## src/rtl/midi_pkg.sv

```systemverilog
// Shared MIDI constants and types: status nibbles, controller numbers,
// running-status commands and parser FSM states.
package midi_pkg;

  localparam logic [3:0] ST_NOTEOFF = 4'h8;
  localparam logic [3:0] ST_NOTEON  = 4'h9;
  localparam logic [3:0] ST_CC      = 4'hB;
  localparam logic [3:0] ST_PROG    = 4'hC;
  localparam logic [3:0] ST_CHPRESS = 4'hD;

  localparam logic [6:0] CC_ALL_NOTES_OFF = 7'd123;

  typedef enum logic [2:0] {
    RS_NONE,
    RS_NOTEOFF,
    RS_NOTEON,
    RS_CC,
    RS_IGNORE
  } rs_t;

  typedef enum logic [1:0] {
    S_IDLE,
    S_D1,
    S_D2
  } state_t;

endpackage

```

## src/rtl/midi_msg_parser.sv

```systemverilog
// MIDI byte-stream parser: running status, channel filtering, real-time
// interleaving, and a last-note-priority monophonic note/gate register.
module midi_msg_parser
  import midi_pkg::*;
#(
  parameter int CHANNEL = 0,
  parameter int OMNI    = 0
) (
  input  logic       i_clk,
  input  logic       i_rst,
  input  logic [7:0] i_rx_data,
  input  logic       i_rx_valid,
  output logic       o_note_on,
  output logic       o_note_off,
  output logic [6:0] o_ev_note,
  output logic [6:0] o_ev_vel,
  output logic [6:0] o_note,
  output logic       o_gate
);

  localparam logic [3:0] CH = 4'(CHANNEL);

  state_t     state_q, state_d;
  rs_t        rs_q, rs_d;
  logic       len2_q, len2_d;
  logic [6:0] d1_q, d1_d;
  logic       note_on_q, note_on_d;
  logic       note_off_q, note_off_d;
  logic [6:0] ev_note_q, ev_note_d;
  logic [6:0] ev_vel_q, ev_vel_d;
  logic [6:0] note_q, note_d;
  logic       gate_q, gate_d;

  logic       is_realtime, is_syscom, is_status;
  logic       ch_match;
  logic [3:0] status_nib;
  logic [6:0] data7;

  assign is_realtime = (i_rx_data[7:3] == 5'b11111);
  assign is_syscom   = (i_rx_data[7:3] == 5'b11110);
  assign is_status   = i_rx_data[7] && (i_rx_data[7:4] != 4'hF);
  assign status_nib  = i_rx_data[7:4];
  assign ch_match    = (OMNI != 0) || (i_rx_data[3:0] == CH);
  assign data7       = i_rx_data[6:0];

  // NOTE: every always_comb target gets a default first so no path can
  // leave it unassigned and infer a latch; pulses default low.
  always_comb begin
    state_d    = state_q;
    rs_d       = rs_q;
    len2_d     = len2_q;
    d1_d       = d1_q;
    note_on_d  = 1'b0;
    note_off_d = 1'b0;
    ev_note_d  = ev_note_q;
    ev_vel_d   = ev_vel_q;
    note_d     = note_q;
    gate_d     = gate_q;

    if (i_rx_valid) begin
      if (is_realtime) begin
        // Real-time bytes may land mid-message and must leave it intact.
        state_d = state_q;
      end else if (is_syscom) begin
        rs_d    = RS_NONE;
        state_d = S_IDLE;
      end else if (is_status) begin
        state_d = S_D1;
        len2_d  = !((status_nib == ST_PROG) || (status_nib == ST_CHPRESS));
        if (!ch_match) begin
          rs_d = RS_IGNORE;
        end else begin
          case (status_nib)
            ST_NOTEOFF: rs_d = RS_NOTEOFF;
            ST_NOTEON:  rs_d = RS_NOTEON;
            ST_CC:      rs_d = RS_CC;
            default:    rs_d = RS_IGNORE;
          endcase
        end
      end else begin
        case (state_q)
          S_D1: begin
            if (len2_q) begin
              d1_d    = data7;
              state_d = S_D2;
            end
          end
          S_D2: begin
            state_d = S_D1;
            if ((rs_q == RS_NOTEON) && (data7 != 7'd0)) begin
              note_on_d = 1'b1;
              ev_note_d = d1_q;
              ev_vel_d  = data7;
              note_d    = d1_q;
              gate_d    = 1'b1;
            end else if ((rs_q == RS_NOTEOFF) || (rs_q == RS_NOTEON)) begin
              note_off_d = 1'b1;
              ev_note_d  = d1_q;
              ev_vel_d   = data7;
              // Releasing a note other than the sounding one keeps the gate.
              if (d1_q == note_q) gate_d = 1'b0;
            end else if ((rs_q == RS_CC) && (d1_q == CC_ALL_NOTES_OFF)) begin
              gate_d = 1'b0;
            end
          end
          default: state_d = state_q;
        endcase
      end
    end
  end

  // NOTE: state registers use non-blocking assignments so every flop samples
  // pre-edge values regardless of process ordering.
  always_ff @(posedge i_clk or posedge i_rst) begin
    if (i_rst) begin
      state_q    <= S_IDLE;
      rs_q       <= RS_NONE;
      len2_q     <= 1'b0;
      d1_q       <= 7'd0;
      note_on_q  <= 1'b0;
      note_off_q <= 1'b0;
      ev_note_q  <= 7'd0;
      ev_vel_q   <= 7'd0;
      note_q     <= 7'd0;
      gate_q     <= 1'b0;
    end else begin
      state_q    <= state_d;
      rs_q       <= rs_d;
      len2_q     <= len2_d;
      d1_q       <= d1_d;
      note_on_q  <= note_on_d;
      note_off_q <= note_off_d;
      ev_note_q  <= ev_note_d;
      ev_vel_q   <= ev_vel_d;
      note_q     <= note_d;
      gate_q     <= gate_d;
    end
  end

  assign o_note_on  = note_on_q;
  assign o_note_off = note_off_q;
  assign o_ev_note  = ev_note_q;
  assign o_ev_vel   = ev_vel_q;
  assign o_note     = note_q;
  assign o_gate     = gate_q;

endmodule

```

## config.mk

```make
export PLATFORM = sky130hd
export DESIGN_NAME = midi_msg_parser
export DESIGN_NICKNAME = d
export VERILOG_FILES = /design/src/rtl/midi_pkg.sv /design/src/rtl/midi_msg_parser.sv
export SDC_FILE = /design/constraint.sdc
export NUM_CORES = 1
export LEC_CHECK = 0
export CAP_MARGIN = 0
export CORE_UTILIZATION = 40
export DETAILED_ROUTE_END_ITERATION = 10
export PLACE_DENSITY = 0.76
export SLEW_MARGIN = 25
export SYNTH_ARGS = -nofsm -noshare
export SYNTH_HDL_FRONTEND = slang
export SYNTH_SLANG_ARGS = --single-unit
```

## constraint.sdc

```tcl
create_clock -name i_clk -period 1.6 [get_ports i_clk]
set_input_delay 0.24 -clock i_clk [delete_from_list [all_inputs] [get_ports i_clk]]
set_output_delay 0.24 -clock i_clk [all_outputs]
set_load 0.1 [all_outputs]
```

# Word level (Yosys, flattened, before mapping)
# Index checks and enable logic that the tools add are counted.
op_classes:
  n_eq_ne: 17
  reduce_logical: 19
  n_mux: 29
  bitwise_logic: 3
op_table:
  columns: ["cell", "count"]
  rows:
  - ["2-to-1 mux 7 bit", 4]
  - ["== test 4 bit (second input constant)", 5]
  - ["AND reduction 6 bit", 3]
  - ["2-to-1 mux 1 bit", 17]
  - ["== test 5 bit (second input constant)", 2]
  - ["2-to-1 mux 3 bit", 3]
  - ["case mux 3 bit (3 select lines)", 1]
  - ["inequality test 4 bit (second input constant)", 2]
  - ["AND reduction 4 bit", 2]
  - ["== test 7 bit", 1]
  - ["== test 7 bit (second input constant)", 1]
  - ["AND reduction 7 bit", 1]
  - ["nonzero test 7 bit", 1]
  - ["== test 3 x 2 -> 1 bit (second input constant)", 2]
  - ["2-to-1 mux 2 bit", 3]
  - ["logical NOT 4 bit", 1]
  - ["case mux 2 bit (2 select lines)", 1]
  - ["nonzero test 2 bit", 2]
  - ["nonzero test 4 bit", 1]
  - ["== test 3 x 1 -> 1 bit (second input constant)", 1]
  - ["logical AND 1 bit", 3]
  - ["inequality test 3 x 2 -> 1 bit (second input constant)", 1]
  - ["NOT 1 bit", 3]
  - ["AND reduction 3 bit", 1]
  - ["5 further kinds", 6]
totals:
  register_bits: 37
  input_bits: 11
  out_inout_bits: 24
  wordCells: 78

# Depth between registers and ports, before layout
# Gate-level depths: netlist of the first run.
depth:
  word_depth: 9
  depth_mapped: 7
  ltp_nobuf: 6

# Worst setup path after synthesis of the first run
# Ideal clock, no wire load.
synth_path:
  kind: "reg2reg"
  start: "register note_q[3] (netlist: o_note[3])"
  end: "register gate_q (netlist: o_gate)"
  synth_period_minus_slack_ns: 1.701
  setup_ns: 0.124
  path_stages_with_launch: 5
  t_required_ns: 1.476
  n_path_buf: 0
  arrival_ns: 1.577
  path_slack_ns: -0.101
  cell_sequence: "dfrtp_1 xor2_1 nor4_1 a41o_1 a21oi_1"
synth_between:
  elab_chain_cells: 3
synth_rtl:
  columns: ["item", "line_no", "rtl"]
  rows:
  - ["start, declared", "midi_msg_parser.sv:31", "logic [6:0] note_q, note_d;"]
  - ["start signal, assigned", "midi_msg_parser.sv:135", "note_q <= note_d;"]
  - ["== test 7 bit", "midi_msg_parser.sv:101", "if (d1_q == note_q) gate_d = 1'b0;"]
  - ["inequality test 3 x 2 -> 1 bit (no line)", null, null]
  - ["AND reduction 7 bit (no line)", null, null]
  - ["end signal, assigned", "midi_msg_parser.sv:136", "gate_q <= gate_d;"]
  - ["end, declared", "midi_msg_parser.sv:32", "logic gate_q, gate_d;"]
# No other way between the ends.
# A chain may end at the register's enable or synchronous reset.

# Worst setup path in the final report of the first run
layout_path:
  start: "register state_q[0]"
  end: "register note_q[0] (netlist: o_note[0])"
layout_between:
  elab_chain_cells: 2
layout_rtl:
  columns: ["item", "line_no", "rtl"]
  rows:
  - ["start, declared", "midi_msg_parser.sv:23", "state_t state_q, state_d;"]
  - ["start signal, assigned", "midi_msg_parser.sv:127", "state_q <= state_d;"]
  - ["== test 2 bit", "midi_msg_parser.sv:81", "case (state_q)"]
  - ["AND reduction 6 bit (no line)", null, null]
# No other way between the ends.

==> results.py, run 1 <==
metrics = {
    "timing": {
        "final.hold.worst_slack_ns": 0.290,
        "timing.final.max_slew_violations": 0,
        "fin_crit_sh_pct": 102,
        "worst-slew-pin-transition_ns": 0.436,
        "finalHoldViolations": 0,
        "timing.max_slew.rel_slack_pct": 70.8,
        "clock.fmax_ghz": 0.610,
        "rsz_0062_raised_after_global_routing": "yes",
        "finalSetupViolations": 3,
        "final_critical_path_setup_slack_ns": -0.0388,
        "skew_ns": 0.00883,
        "minimum_clock_period_ns": 1.64,
    },
    "place": {
        "place.detailed.instances": 228,
        "gp_congestion": 0.770,
        "io_buffer_count": 34,
        "hpwl_um": 2760,
    },
    "routing": {
        "routedLengthMet1_um": 1520,
        "wl_met2_um": 2130,
        "total_length_of_routed_wires_um": 3970,
        "drt_pre_antenna_iters": 5,
        "remaining_drc_errors": 0,
        "num_vias": 1274,
        "drt_antenna_net_count": 0,
        "detail_route.vias_per_cell": 5.31,
        "avgRoutedWirePerCell_um": 16.6,
        "violation_count_after_the_first_detailed_route_iteration": 41,
        "met3WireLength_um": 231,
        "top_layer": "met4",
    },
    "worst_setup_path": {
        "critPathRequiredTime_ns": 1.78,
        "timing.critical_path.from_type": "flop",
        "worst_ep_arrival_time_ns": 1.82,
        "setup.worst_path.class": "reg -> reg",
        "worstSetupEndpointType": "flop",
        "path_max_fanout": 4,
    },
    "die": {
        "fp.dieArea_mm2": 0.00446,
        "die_width_um": 66.8,
        "die-height_um": 66.8,
        "rows": 23,
        "pin_count": 35,
        "initial_utilization_pct": 41.9,
        "coreArea_mm2": 0.00400,
    },
    "outcome": {
        "status": "complete, but fails checks",
        "failed_checks": "setup timing",
    },
    "synthesis": {
        "syn_inst": 126,
        "yosys.cell_types.count": 34,
        "yosys_most_used_dff": "dfrtp_1",
        "synth_register_bits": 37,
        "synth.yosys.warnings": 0,
        "syn_avg_cell_area_um2": 13.3,
        "cell_area_after_technology_mapping_mm2": 0.00168,
        "yosysSeqAreaShare_pct": 55.2,
        "asyncSetResetFlopFracSynth_pct": 100,
        "mappedNetlistNets": 139,
        "number_of_synthesized_flops_with_an_enable_pin": 0,
    },
    "cts": {
        "clock_tree.htree_level_count": 2,
        "cts_hold_buffers": 0,
        "tritoncts": "done",
        "cts.sinks": 37,
        "clkSlewWorstSetupHoldPaths_ns": 0.07,
        "cts_root_buffer": "clkbuf_8",
        "worst_skew_pair.late_latency_ns": 0.29,
        "cts.path.max_buffers": 2,
        "cts_made_buffers": 5,
    },
    "cells_and_area": {
        "mostFrequentLayoutCells": "dfrtp_1, buf_12, mux2_2",
        "layout.cells.most_common": "dfrtp_1",
        "num-fill-cells": 252,
        "nNetsFinal": 202,
        "antenna_diodes": 0,
        "instances_no_fill": 240,
        "area_growth_syn_to_layout_pct": 60.9,
        "layout-drive-gt1-share_pct": 49.5,
    },
    "grt": {
        "grt_util_all_layers_pct": 21.0,
        "first_pass_grt_wire_length_um": 6590,
        "grt_start_max_net_pins": 38,
        "gr-total-overflow": 0,
        "first_global_vias": 1368,
        "antenna_found_initial": 0,
    },
    "pwr": {
        "power-per-cell-area_mw_per_mm2": 965,
        "lkg_pwr_nw": 1.22,
        "vdd_drop_max_uv": 803,
    },
    "hold_path": {
        "worstHoldPathType": "in -> async",
    },
    "flow_run": {
        "max-cap-violations": 0,
    },
}
==> layout make-up <==
class                   count  area, um^2  share of cell area [%]
clock buffers               8        90.1                    3.34
multi-input cells          84         811                    30.0
well taps                  50        62.6                    2.32
flip-flops and latches     37         930                    34.4
repair buffers             56         788                    29.2
inverters                   5        18.8                   0.695
==> Yosys cell counts, types with 2 or more instances <==
master    count  share of area (%)
nor2_1        4               0.89
nor2b_1       2               0.75
xor2_1        4                2.1
xnor2_1       4                2.1
o21ai_0       6                1.8
nand4_1       2               0.75
dfrtp_1      37                 55
ha_1          2                1.5
a31oi_1       2               0.75
nand2_1       7                1.6
mux2_2       27                 18
a21oi_1       2               0.60
nand2b_1      2               0.75
inv_1         5                1.1
==> per-stage QoR <==
step	setup slack, ns	setup TNS, ns	instance area, um^2	power (mW)	util (%)
2_1_floorplan	-0.00829	-0.0564	1700	1.59	-
3_3_place_gp	-0.255	-4.55	2480	1.85	62.1
3_5_place_dp	-0.305	-5.75	2480	1.90	62.1
4_1_cts	-0.0647	-0.411	2600	2.58	65.1
5_1_grt	-0.107	-0.623	2700	2.74	67.5
6_report	-0.0388	-0.0741	2700	2.61	67.5
==> final timing paths <==
path | startpoint | endpoint | slack [ns] | depth (start not counted)
setup / recovery | state_q[0] | o_note[0] | -0.04 | 6
hold / removal | i_rst | o_gate | 0.29 | 3
setup reg to reg | state_q[0] | o_note[0] | -0.04 | 6
hold reg to reg | o_ev_vel[5] | o_ev_vel[5] | 0.56 | 2
max in group asynchronous | i_rst | o_note[4] | 1.11 | 3
min in group i_clk | o_ev_vel[5] | o_ev_vel[5] | 0.56 | 2
==> per-layer routing <==
layer / vias to the layer above / global-route usage, %
met3: 8 / 6.68
met5: - / 0
li1: 586 / -
met4: 0 / 12.2
met1: 627 / 24.9
met2: 53 / 33.1
==> worst max-delay path: stages, from the launching register on <==
cell and delay [ns]:
dfrtp_1 0.40, inv_2 0.07, ha_4 0.14, nand4bb_4 0.13, a211oi_4 0.28, clkbuf_16 0.21, mux2_4 0.30
==> state kept, by name, summed over array words and instances, names as in the netlist <==
name / flops
d1_q: 7
len2_q: 1
o_ev_note: 7
o_ev_vel: 7
o_gate: 1
o_note: 7
o_note_off: 1
o_note_on: 1
rs_q: 3
state_q: 2
==> cell families (layout without fill, tap and decap cells) <==
| group | after synthesis | after routing | share of synthesized area [%] |
|---|---|---|---|
| muxes | 27 | 27 | 18.1 |
| buffers and inverters | 6 | 69 | 1.42 |
| and+or+nand+nor | 28 | 28 | 11.6 |
| DFF | 37 | 37 | 55.2 |
| AOI/OAI and AO/OA | 18 | 19 | 7.98 |
| adders and majority gates | 2 | 2 | 1.49 |
| xor gates and xnor gates | 8 | 8 | 4.18 |
==> power breakdown <==
group / leakage, nW / switching, mW / internal, mW
sequential: 0.488 / 0.196 / 1.07
combinational: 0.684 / 0.303 / 0.366
clock: 0.0455 / 0.323 / 0.351
total: 1.22 / 0.822 / 1.78
==> repair_timing <==
item	CTS	global route
gates resized for setup	0	14
pin swaps	1	4
gates cloned	1	1
setup buffers	1	1
setup endpoints to repair	10	15
No activity file was read; power rests on OpenSTA's default activity.
==> run 2, diff against run 1 <==
Settings changed: ABC_CLOCK_PERIOD_IN_PS set to 1600.
==> results of run 2 <==
No change in the layout: final DEF, timing and power equal those of run 1.
==> run 3, diff against run 2 <==
Settings changed: CTS_CLUSTER_DIAMETER set to 30.
==> results of run 3 <==
No change in the layout: final DEF, timing and power equal those of run 1.
